==> config.mk <==
export PLATFORM = sky130hd
export DESIGN_NAME = encoder_scheduler_flat
export DESIGN_NICKNAME = d
export VERILOG_FILES = /design/src/rtl/encoder_scheduler_if.sv /design/src/rtl/encoder_scheduler.sv /design/src/flat_wrapper.sv
export SDC_FILE = /design/constraint.sdc
export NUM_CORES = 1
export LEC_CHECK = 0
export ABC_AREA = 1
export CAP_MARGIN = 20
export CORE_UTILIZATION = 45
export DETAILED_ROUTE_END_ITERATION = 8
export GPL_ROUTABILITY_DRIVEN = 0
export GPL_TIMING_DRIVEN = 0
export PLACE_DENSITY = 0.86
export SLEW_MARGIN = 20
export SYNTH_ARGS = -nofsm -noshare
export SYNTH_HDL_FRONTEND = slang
export SYNTH_SLANG_ARGS = --single-unit
==> constraint.sdc <==
create_clock -name clk -period 4.7 [get_ports clk]
set_input_delay 1.175 -clock clk [delete_from_list [all_inputs] [get_ports clk]]
set_output_delay 1.175 -clock clk [all_outputs]
set_load 0.05 [all_outputs]
==> src/rtl/encoder_scheduler_if.sv <==
// Request/response channels between the bus front-end (master) and encoder_scheduler (slave).
interface encoder_scheduler_if #(
  parameter int unsigned AMBA_WORD = 32
);
  logic                 req0_valid;
  logic                 req0_ready;
  logic [AMBA_WORD-1:0] req0_data;
  logic [1:0]           req0_width;
  logic                 req1_valid;
  logic                 req1_ready;
  logic [AMBA_WORD-1:0] req1_data;
  logic [1:0]           req1_width;
  logic                 rsp_valid;
  logic                 rsp_ready;
  logic                 rsp_id;
  logic [AMBA_WORD-1:0] rsp_data;
  logic                 rsp_err;

  modport master (
    output req0_valid, req0_data, req0_width,
    input  req0_ready,
    output req1_valid, req1_data, req1_width,
    input  req1_ready,
    input  rsp_valid, rsp_id, rsp_data, rsp_err,
    output rsp_ready
  );

  modport slave (
    input  req0_valid, req0_data, req0_width,
    output req0_ready,
    input  req1_valid, req1_data, req1_width,
    output req1_ready,
    output rsp_valid, rsp_id, rsp_data, rsp_err,
    input  rsp_ready
  );
endinterface

==> src/rtl/encoder_scheduler.sv <==
// Shares one encoder between two requesters: arbitrate, align, strobe, capture, respond.
// Optional ENC_SCHED_RR_EN selects round-robin tie-breaking; default is fixed priority to req0.
module encoder_scheduler #(
  parameter int unsigned AMBA_WORD = 32
) (
  input  logic                 clk,
  input  logic                 rst,
  encoder_scheduler_if.slave   bus,
  output logic [AMBA_WORD-1:0] enc_data,
  output logic                 enc_small,
  output logic                 enc_medium,
  output logic                 enc_large,
  output logic [1:0]           enc_width,
  input  logic [AMBA_WORD-1:0] enc_out,
  output logic                 busy,
  output logic [15:0]          ops_cnt
);

  localparam int unsigned CNT_W   = 16;
  localparam int unsigned SH_SML  = 28;
  localparam int unsigned SH_MED  = 21;
  localparam int unsigned SH_LRG  = 6;
  localparam logic [1:0]  W_SML   = 2'b00;
  localparam logic [1:0]  W_MED   = 2'b01;
  localparam logic [1:0]  W_LRG   = 2'b10;
  localparam logic [1:0]  W_BAD   = 2'b11;

  typedef enum logic [1:0] {IDLE, ISSUE, CAPTURE, RESP} state_t;

  state_t               state;
  logic                 tie_grant;
  logic                 grant;
  logic                 accept;
  logic [AMBA_WORD-1:0] sel_data;
  logic [1:0]           sel_width;
  logic [AMBA_WORD-1:0] aligned;

`ifdef ENC_SCHED_RR_EN
  logic last_served;

  // Both valid: the requester not served last wins.
  always_comb tie_grant = ~last_served;

  always_ff @(posedge clk) begin
    if (!rst) begin
      last_served <= 1'b1;
    end else if (accept) begin
      last_served <= grant;
    end
  end
`else
  always_comb tie_grant = 1'b0;
`endif

  // Grant, ready and left-alignment of the selected requester's info bits.
  always_comb begin
    grant     = 1'b0;
    sel_data  = bus.req0_data;
    sel_width = bus.req0_width;
    aligned   = '0;
    if (bus.req0_valid && bus.req1_valid) begin
      grant = tie_grant;
    end else begin
      grant = ~bus.req0_valid;
    end
    accept         = (state == IDLE) && (bus.req0_valid || bus.req1_valid);
    bus.req0_ready = accept && !grant;
    bus.req1_ready = accept && grant;
    if (grant) begin
      sel_data  = bus.req1_data;
      sel_width = bus.req1_width;
    end
    // Shifting the full word drops info bits beyond the selected width.
    case (sel_width)
      W_SML:   aligned = sel_data << SH_SML;
      W_MED:   aligned = sel_data << SH_MED;
      W_LRG:   aligned = sel_data << SH_LRG;
      default: aligned = '0;
    endcase
  end

  always_ff @(posedge clk) begin
    if (!rst) begin
      state         <= IDLE;
      busy          <= 1'b0;
      ops_cnt       <= '0;
      enc_data      <= '0;
      enc_small     <= 1'b0;
      enc_medium    <= 1'b0;
      enc_large     <= 1'b0;
      enc_width     <= '0;
      bus.rsp_valid <= 1'b0;
      bus.rsp_id    <= 1'b0;
      bus.rsp_data  <= '0;
      bus.rsp_err   <= 1'b0;
    end else begin
      case (state)
        IDLE: begin
          if (accept) begin
            busy       <= 1'b1;
            bus.rsp_id <= grant;
            if (sel_width == W_BAD) begin
              // Invalid width bypasses the encoder and leaves its inputs untouched.
              bus.rsp_err   <= 1'b1;
              bus.rsp_data  <= '0;
              bus.rsp_valid <= 1'b1;
              state         <= RESP;
            end else begin
              bus.rsp_err <= 1'b0;
              enc_data    <= aligned;
              enc_width   <= sel_width;
              enc_small   <= (sel_width == W_SML);
              enc_medium  <= (sel_width == W_MED);
              enc_large   <= (sel_width == W_LRG);
              state       <= ISSUE;
            end
          end
        end
        ISSUE: begin
          state <= CAPTURE;
        end
        CAPTURE: begin
          bus.rsp_data  <= enc_out;
          bus.rsp_valid <= 1'b1;
          state         <= RESP;
        end
        RESP: begin
          if (bus.rsp_ready) begin
            bus.rsp_valid <= 1'b0;
            ops_cnt       <= ops_cnt + CNT_W'(1);
            busy          <= 1'b0;
            state         <= IDLE;
          end
        end
        default: begin
          state <= IDLE;
        end
      endcase
    end
  end

endmodule

==> src/flat_wrapper.sv <==
// flat-port wrapper written by rule: the top's interface ports become plain ports
module encoder_scheduler_flat 
#(
  parameter int unsigned AMBA_WORD = 32
)
  (clk, rst, enc_data, enc_small, enc_medium, enc_large, enc_width, enc_out, busy, ops_cnt, bus_req0_valid, bus_req0_data, bus_req0_width, bus_req0_ready, bus_req1_valid, bus_req1_data, bus_req1_width, bus_req1_ready, bus_rsp_valid, bus_rsp_id, bus_rsp_data, bus_rsp_err, bus_rsp_ready);
  encoder_scheduler_if #(.AMBA_WORD(AMBA_WORD)) bus_i ();
  input  logic clk;
  input  logic rst;
  output logic [AMBA_WORD-1:0] enc_data;
  output logic enc_small;
  output logic enc_medium;
  output logic enc_large;
  output logic [1:0] enc_width;
  input  logic [AMBA_WORD-1:0] enc_out;
  output logic busy;
  output logic [15:0] ops_cnt;
  input wire logic [$bits(bus_i.req0_valid)-1:0] bus_req0_valid;
  input wire logic [$bits(bus_i.req0_data)-1:0] bus_req0_data;
  input wire logic [$bits(bus_i.req0_width)-1:0] bus_req0_width;
  output wire logic [$bits(bus_i.req0_ready)-1:0] bus_req0_ready;
  input wire logic [$bits(bus_i.req1_valid)-1:0] bus_req1_valid;
  input wire logic [$bits(bus_i.req1_data)-1:0] bus_req1_data;
  input wire logic [$bits(bus_i.req1_width)-1:0] bus_req1_width;
  output wire logic [$bits(bus_i.req1_ready)-1:0] bus_req1_ready;
  output wire logic [$bits(bus_i.rsp_valid)-1:0] bus_rsp_valid;
  output wire logic [$bits(bus_i.rsp_id)-1:0] bus_rsp_id;
  output wire logic [$bits(bus_i.rsp_data)-1:0] bus_rsp_data;
  output wire logic [$bits(bus_i.rsp_err)-1:0] bus_rsp_err;
  input wire logic [$bits(bus_i.rsp_ready)-1:0] bus_rsp_ready;
  assign bus_i.req0_valid = bus_req0_valid;
  assign bus_i.req0_data = bus_req0_data;
  assign bus_i.req0_width = bus_req0_width;
  assign bus_req0_ready = bus_i.req0_ready;
  assign bus_i.req1_valid = bus_req1_valid;
  assign bus_i.req1_data = bus_req1_data;
  assign bus_i.req1_width = bus_req1_width;
  assign bus_req1_ready = bus_i.req1_ready;
  assign bus_rsp_valid = bus_i.rsp_valid;
  assign bus_rsp_id = bus_i.rsp_id;
  assign bus_rsp_data = bus_i.rsp_data;
  assign bus_rsp_err = bus_i.rsp_err;
  assign bus_i.rsp_ready = bus_rsp_ready;
  encoder_scheduler #(.AMBA_WORD(AMBA_WORD)) u_core (.clk(clk), .rst(rst), .bus(bus_i), .enc_data(enc_data), .enc_small(enc_small), .enc_medium(enc_medium), .enc_large(enc_large), .enc_width(enc_width), .enc_out(enc_out), .busy(busy), .ops_cnt(ops_cnt));
endmodule
# Yosys cells after proc, flatten, opt, wreduce, memory -nomap -nowiden

Index checks and enable logic that the tools add are counted.

Register bits: 91
Bits of input ports: 105
Output and inout bits: 91
Word-level logic and storage cells: 60

Add/sub/neg operators: 1
Eq/ne operators: 9
Muxes and demuxes: 18
Bitwise gates (word level): 2
Reductions and logical operators: 18

Operators with widths:

| cell                                                                  | count |
|---|---|
| 32-bit case mux with 3 select lines                                   | 1 |
| 32-bit two-way mux                                                    | 2 |
| 32-bit case mux with 2 select lines                                   | 1 |
| 26-bit two-way mux                                                    | 1 |
| 16-bit by 1-bit adder with 16-bit output, second input constant       | 1 |
| 3-bit AND reduction                                                   | 3 |
| 2-bit equality test, second input constant                            | 4 |
| 2-bit two-way mux                                                     | 4 |
| 2-bit case mux with 4 select lines                                    | 1 |
| 1-bit two-way mux                                                     | 6 |
| 2-bit AND reduction                                                   | 3 |
| 2-bit by 1-bit equality test with 1-bit output, second input constant | 2 |
| 1-bit logical AND                                                     | 4 |
| 2-bit zero test                                                       | 2 |
| 2-bit != test, second input constant                                  | 2 |
| 4-bit AND reduction                                                   | 1 |
| 2-bit nonzero test                                                    | 2 |
| 1-bit case mux with 3 select lines                                    | 1 |
| 3-bit nonzero test                                                    | 1 |
| 2-bit by 1-bit != test with 1-bit output, second input constant       | 1 |
| 1-bit inverter                                                        | 2 |
| 1-bit case mux with 2 select lines                                    | 1 |
| 1-bit zero test                                                       | 1 |
| 1-bit logical OR                                                      | 1 |

# Depth between registers and ports, before layout

Depth in word-level cells: 7
Mapped depth: 11
Mapped depth without buffers: 9

# Least setup slack after synthesis

No wires, ideal clock.

Path type: input port to output port
Start: input port bus_req0_valid
End: output port bus_req0_ready
Arrival time: 2.357 ns
Data required time: 3.525 ns
Slack: 1.168 ns
Cell stages on the path: 5
Path buffers: 3
Path through: buf_6 -> inv_2 -> buf_2 -> buf_2 -> nor2_1

Longest elaborated chain between the ends: 4
Elaborated cells on any way between the ends: 7

RTL lines:

| item                                                | RTL line                                         | text |
|---|---|---|
| from (decl)                                         | flat_wrapper.sv:18                               | `input wire logic [$bits(bus_i.req0_valid)-1:0] bus_req0_valid;` |
| 1-bit logical AND or 1-bit inverter (tied branches) | encoder_scheduler.sv:61, encoder_scheduler.sv:64 |  |
| 1-bit two-way mux                                   | encoder_scheduler.sv:61                          | `if (bus.req0_valid && bus.req1_valid) begin` |
| 1-bit zero test                                     | encoder_scheduler.sv:67                          | `bus.req0_ready = accept && !grant;` |
| 1-bit logical AND *                                 | encoder_scheduler.sv:67                          |  |
| to (decl)                                           | flat_wrapper.sv:21                               | `output wire logic [$bits(bus_i.req0_ready)-1:0] bus_req0_ready;` |

Every way passes the cells marked *; elsewhere a longest branch is shown, timed or not.

# Final worst setup path

Start: input port bus_req1_valid
End: output port bus_req0_ready

Longest elaborated chain between the ends: 4
Elaborated cells on any way between the ends: 6

RTL lines:

| item                | RTL line                | text |
|---|---|---|
| from (decl)         | flat_wrapper.sv:22      | `input wire logic [$bits(bus_i.req1_valid)-1:0] bus_req1_valid;` |
| 1-bit logical AND   | encoder_scheduler.sv:61 |  |
| 1-bit two-way mux   | encoder_scheduler.sv:61 |  |
| 1-bit zero test     | encoder_scheduler.sv:67 |  |
| 1-bit logical AND * | encoder_scheduler.sv:67 |  |

Marks and branches as above.

==> flow_summary_export.csv <==
group,metric,value,unit
timing,relSlewSlack,0.6251,
synth,yosysWarnings,0,
critical_path,startpoint_type,"input port",
synth,syn_avg_cell_area,6.512,sq um
critical_path,path_class,"input port to primary output",
clocking,clockBufferDepth,2,
synth,synth.area.top_cells,"dfxtp_1 (40%), nand2_1 (23%), nor2_1 (9.2%)",
timing,min_period_over_period,0.9023,
timing,tightest_slew,0.5624,ns
critical_path,arrival,3.07,ns
floorplanning,fp.dieH,99.36,um
clocking,cts_hold_buf,0,
routing,drt-total-wl,12.56,mm
pwr,finalPower,2.905,mW
grt,grt_pass1_vias,4538,
critical_path,crit_chain,"clkdlybuf4s50_1 > inv_1 > a21oi_4 > inv_2 > nor2_1 > clkdlybuf4s50_1",
timing,period_minus_slack,4.241,ns
critical_path,crit_top_cell,"clkdlybuf4s50_1",
timing,fin_tns_setup,0,ns
floorplanning,initial_utilization,0.4638,
run,cap_violations,0,
routing,first_iter_violations,229,
clocking,cts_made_buffers,9,
placement,io_buffers,175,
routing,vias,4744,
critical_path,r2r-start,"u_core.state[0]",
layout,num-fill-cells,773,
timing,rsz0062_at_grt,"false",
layout,fin_util,0.6981,
clocking,clk_pin_slew_worst_paths,0.08,ns
layout,drive_gt1_frac,0.06706,
min_path,hp-start,"u_core.enc_width[0]",
grt,grt.total_usage,0.2592,
pwr,seq_power_share,0.309,
synth,synth-seq-cells,85,
grt,grt-ovfl-total,0,
timing,hold_slack,0.4516,ns
pwr,power_frac_comb,0.473,
critical_path,slowest_delay,0.85,ns
critical_path,crit_path_end_kind,"primary output",
timing,finalMaxSlewViolations,0,
grt,antenna_found_initial,0,
pwr,vdd_drop_max,0.2122,mV
critical_path,cp_slowest_cell,"clkdlybuf4s50_1",
routing,drc,0,
layout,nets,957,
run_status,status,"completed",
synth,ys_seq_area_frac,0.3989,
pwr,switching_share,0.4212,
min_path,hold_path_class,"flip-flop to flip-flop",
synth,synth.top_cell.area_share,0.3989,
timing,skew,0.006896,ns
layout,multi_input_area,0.002215,sq mm
timing,fmax,235.8,MHz
grt,grt_pass1_wl,20.53,mm
timing,setup_viol_count_final,0,
synth,yosysTopAreaCell,"dfxtp_1",
routing,routedWlPerCell,13.07,um
clocking,root_buffer,"clkbuf_8",
synth,synthCells,655,
pwr,clockPowerShare,0.218,
synth,synth.distinct_cells,30,
clocking,post_cts_buffers,0,
pwr,powerDensity,452.5,mW/mm^2
pwr,p_leak,2.859,nW
clocking,cts_htree_levels,3,
clocking,cts_tree,"built",
clocking,cts_resized,0,
floorplanning,core,0.009196,sq mm
critical_path,critical_path_required,3.52,ns
routing,first_pass_iters,5,
pwr,switchingPower,1.224,mW
synth,synth_area,0.004265,sq mm
critical_path,startpoint,"bus_req1_valid",
clocking,numClockSinks,85,
layout,area_growth,50.51,%
layout,n_antenna_cell,0,
clocking,clk_latency,0.35,ns
routing,avgViaCountPerCell,4.937,
pwr,power.internal,1.682,mW
placement,hpwlAfterDp,9.878,mm
timing,hold_viol,0,
floorplanning,rows,35,
floorplanning,die_area,0.009871,sq mm
grt,grt_max_degree,15,
floorplanning,die_w,99.36,um
critical_path,critical_path.max_fanout,7,
routing,detail-route-antenna-nets,0,
layout,register_area,0.001702,sq mm
floorplanning,io_pins,196,
-- synthesized netlist by cell type --
| master | n |
|---|---|
| clkbuf_1 | 7 |
| a21oi_4 | 1 |
| nor2_1 | 105 |
| o21ai_4 | 2 |
| nand3b_1 | 1 |
| nor3b_1 | 1 |
| conb_1 | 1 |
| o21a_1 | 2 |
| inv_2 | 2 |
| xor2_1 | 3 |
| nor2_8 | 1 |
| buf_2 | 10 |
| nand2_4 | 3 |
| buf_1 | 5 |
| ha_1 | 6 |
| o21ai_2 | 1 |
| a21oi_1 | 22 |
| nor2_4 | 1 |
| inv_1 | 28 |
| nand2_1 | 261 |
| dfxtp_1 | 85 |
| buf_4 | 10 |
| nor2_2 | 1 |
| nand3_1 | 70 |
| inv_4 | 1 |
| nand2_2 | 2 |
| nor3_1 | 4 |
| buf_6 | 7 |
| nand4_1 | 4 |
| o21ai_0 | 8 |
-- layout make-up --
type / instances / area share
clock inverters: 5 / 0.01676
repair buffers: 175 / 0.2729
inverters: 31 / 0.01851
well taps: 111 / 0.02163
clock buffers: 10 / 0.02144
flip-flops and latches: 85 / 0.2651
plain buffers: 39 / 0.03878
multi-input cells: 505 / 0.3450
-- final timing paths --
check | endpoint | slack [ns] | cells after the start
hold reg to reg | u_core.enc_width[0] | 0.45 | 2
setup reg to reg | u_core.bus.rsp_data[2] | 2.87 | 10
setup / recovery | bus_req0_ready | 0.46 | 6
hold / removal | u_core.enc_width[0] | 0.45 | 2
-- placed cells by master (no fill, tap or decap), types with 5 or more instances in the layout --
cell type        synthesis  routed
dfxtp_1                 85      85
a21oi_1                 22      22
nor2_1                 105     105
buf_2                   10      10
conb_1                   1       6
clkbuf_1                 7       7
clkdlybuf4s50_1          0     175
buf_6                    7       7
inv_1                   28      28
buf_4                   10      10
o21ai_0                  8       8
ha_1                     6       6
nand2_1                261     261
clkbuf_8                 0      10
buf_1                    5       5
nand3_1                 70      70
-- logic make-up after synthesis --
family,count (synthesis),synth area share
and+or+nand+nor,454,0.4380
DFF,85,0.3989
buffers and inverters,70,0.08625
AOI/OAI and AO/OA,36,0.05222
adders and majority gates,6,0.01760
xor gates and xnor gates,3,0.006161
other,1,0.0008792
-- power by group through the flow --
stage	clock [mW]	combinational (mW)	sequential [mW]
2_1_floorplan	0	0.569	1.28
3_3_place_gp	0	1.34	0.908
3_5_place_dp	0	1.37	0.914
4_1_cts	0.643	1.37	0.898
5_1_grt	0.673	1.48	0.913
6_report	0.633	1.37	0.898
-- sequential cells by signal, summed over array words and instances (netlist names) --
| register | count |
|---|---|
| u_core.bus.rsp_data | 32 |
| u_core.bus.rsp_err | 1 |
| u_core.bus.rsp_id | 1 |
| u_core.bus.rsp_valid | 1 |
| u_core.busy | 1 |
| u_core.enc_data | 26 |
| u_core.enc_large | 1 |
| u_core.enc_medium | 1 |
| u_core.enc_small | 1 |
| u_core.enc_width | 2 |
| u_core.ops_cnt | 16 |
| u_core.state | 2 |
-- stage by stage --
| stage | area (sq um) | setup slack [ns] | cells |
|---|---|---|---|
| CTS | 6420 | 0.4504 | 961 |
| finish | 6420 | 0.4592 | 961 |
| global route | 6420 | 0.3506 | 961 |
| detailed placement | 6175 | 0.4492 | 946 |
| global placement | 6175 | 0.4550 | 946 |
| floorplan | 4284 | 1.168 | 660 |
-- layer usage --
layer | vias to the layer above | track usage | routed length, um
met5 | - | 0 | 0
met4 | 0 | 0.1278 | 437
met3 | 35 | 0.05341 | 961
met2 | 210 | 0.4525 | 5983
met1 | 2094 | 0.3021 | 5181
li1 | 2405 | - | -
-- worst max-delay path: cells and delay by family --
kind	cells	cell delay (ns)
AO/OA/AOI/OAI	1	0.27
AND/OR/NAND/NOR	1	0.13
buffers and inverters	4	1.48
Note: power is estimated with default switching activity, not from simulation.
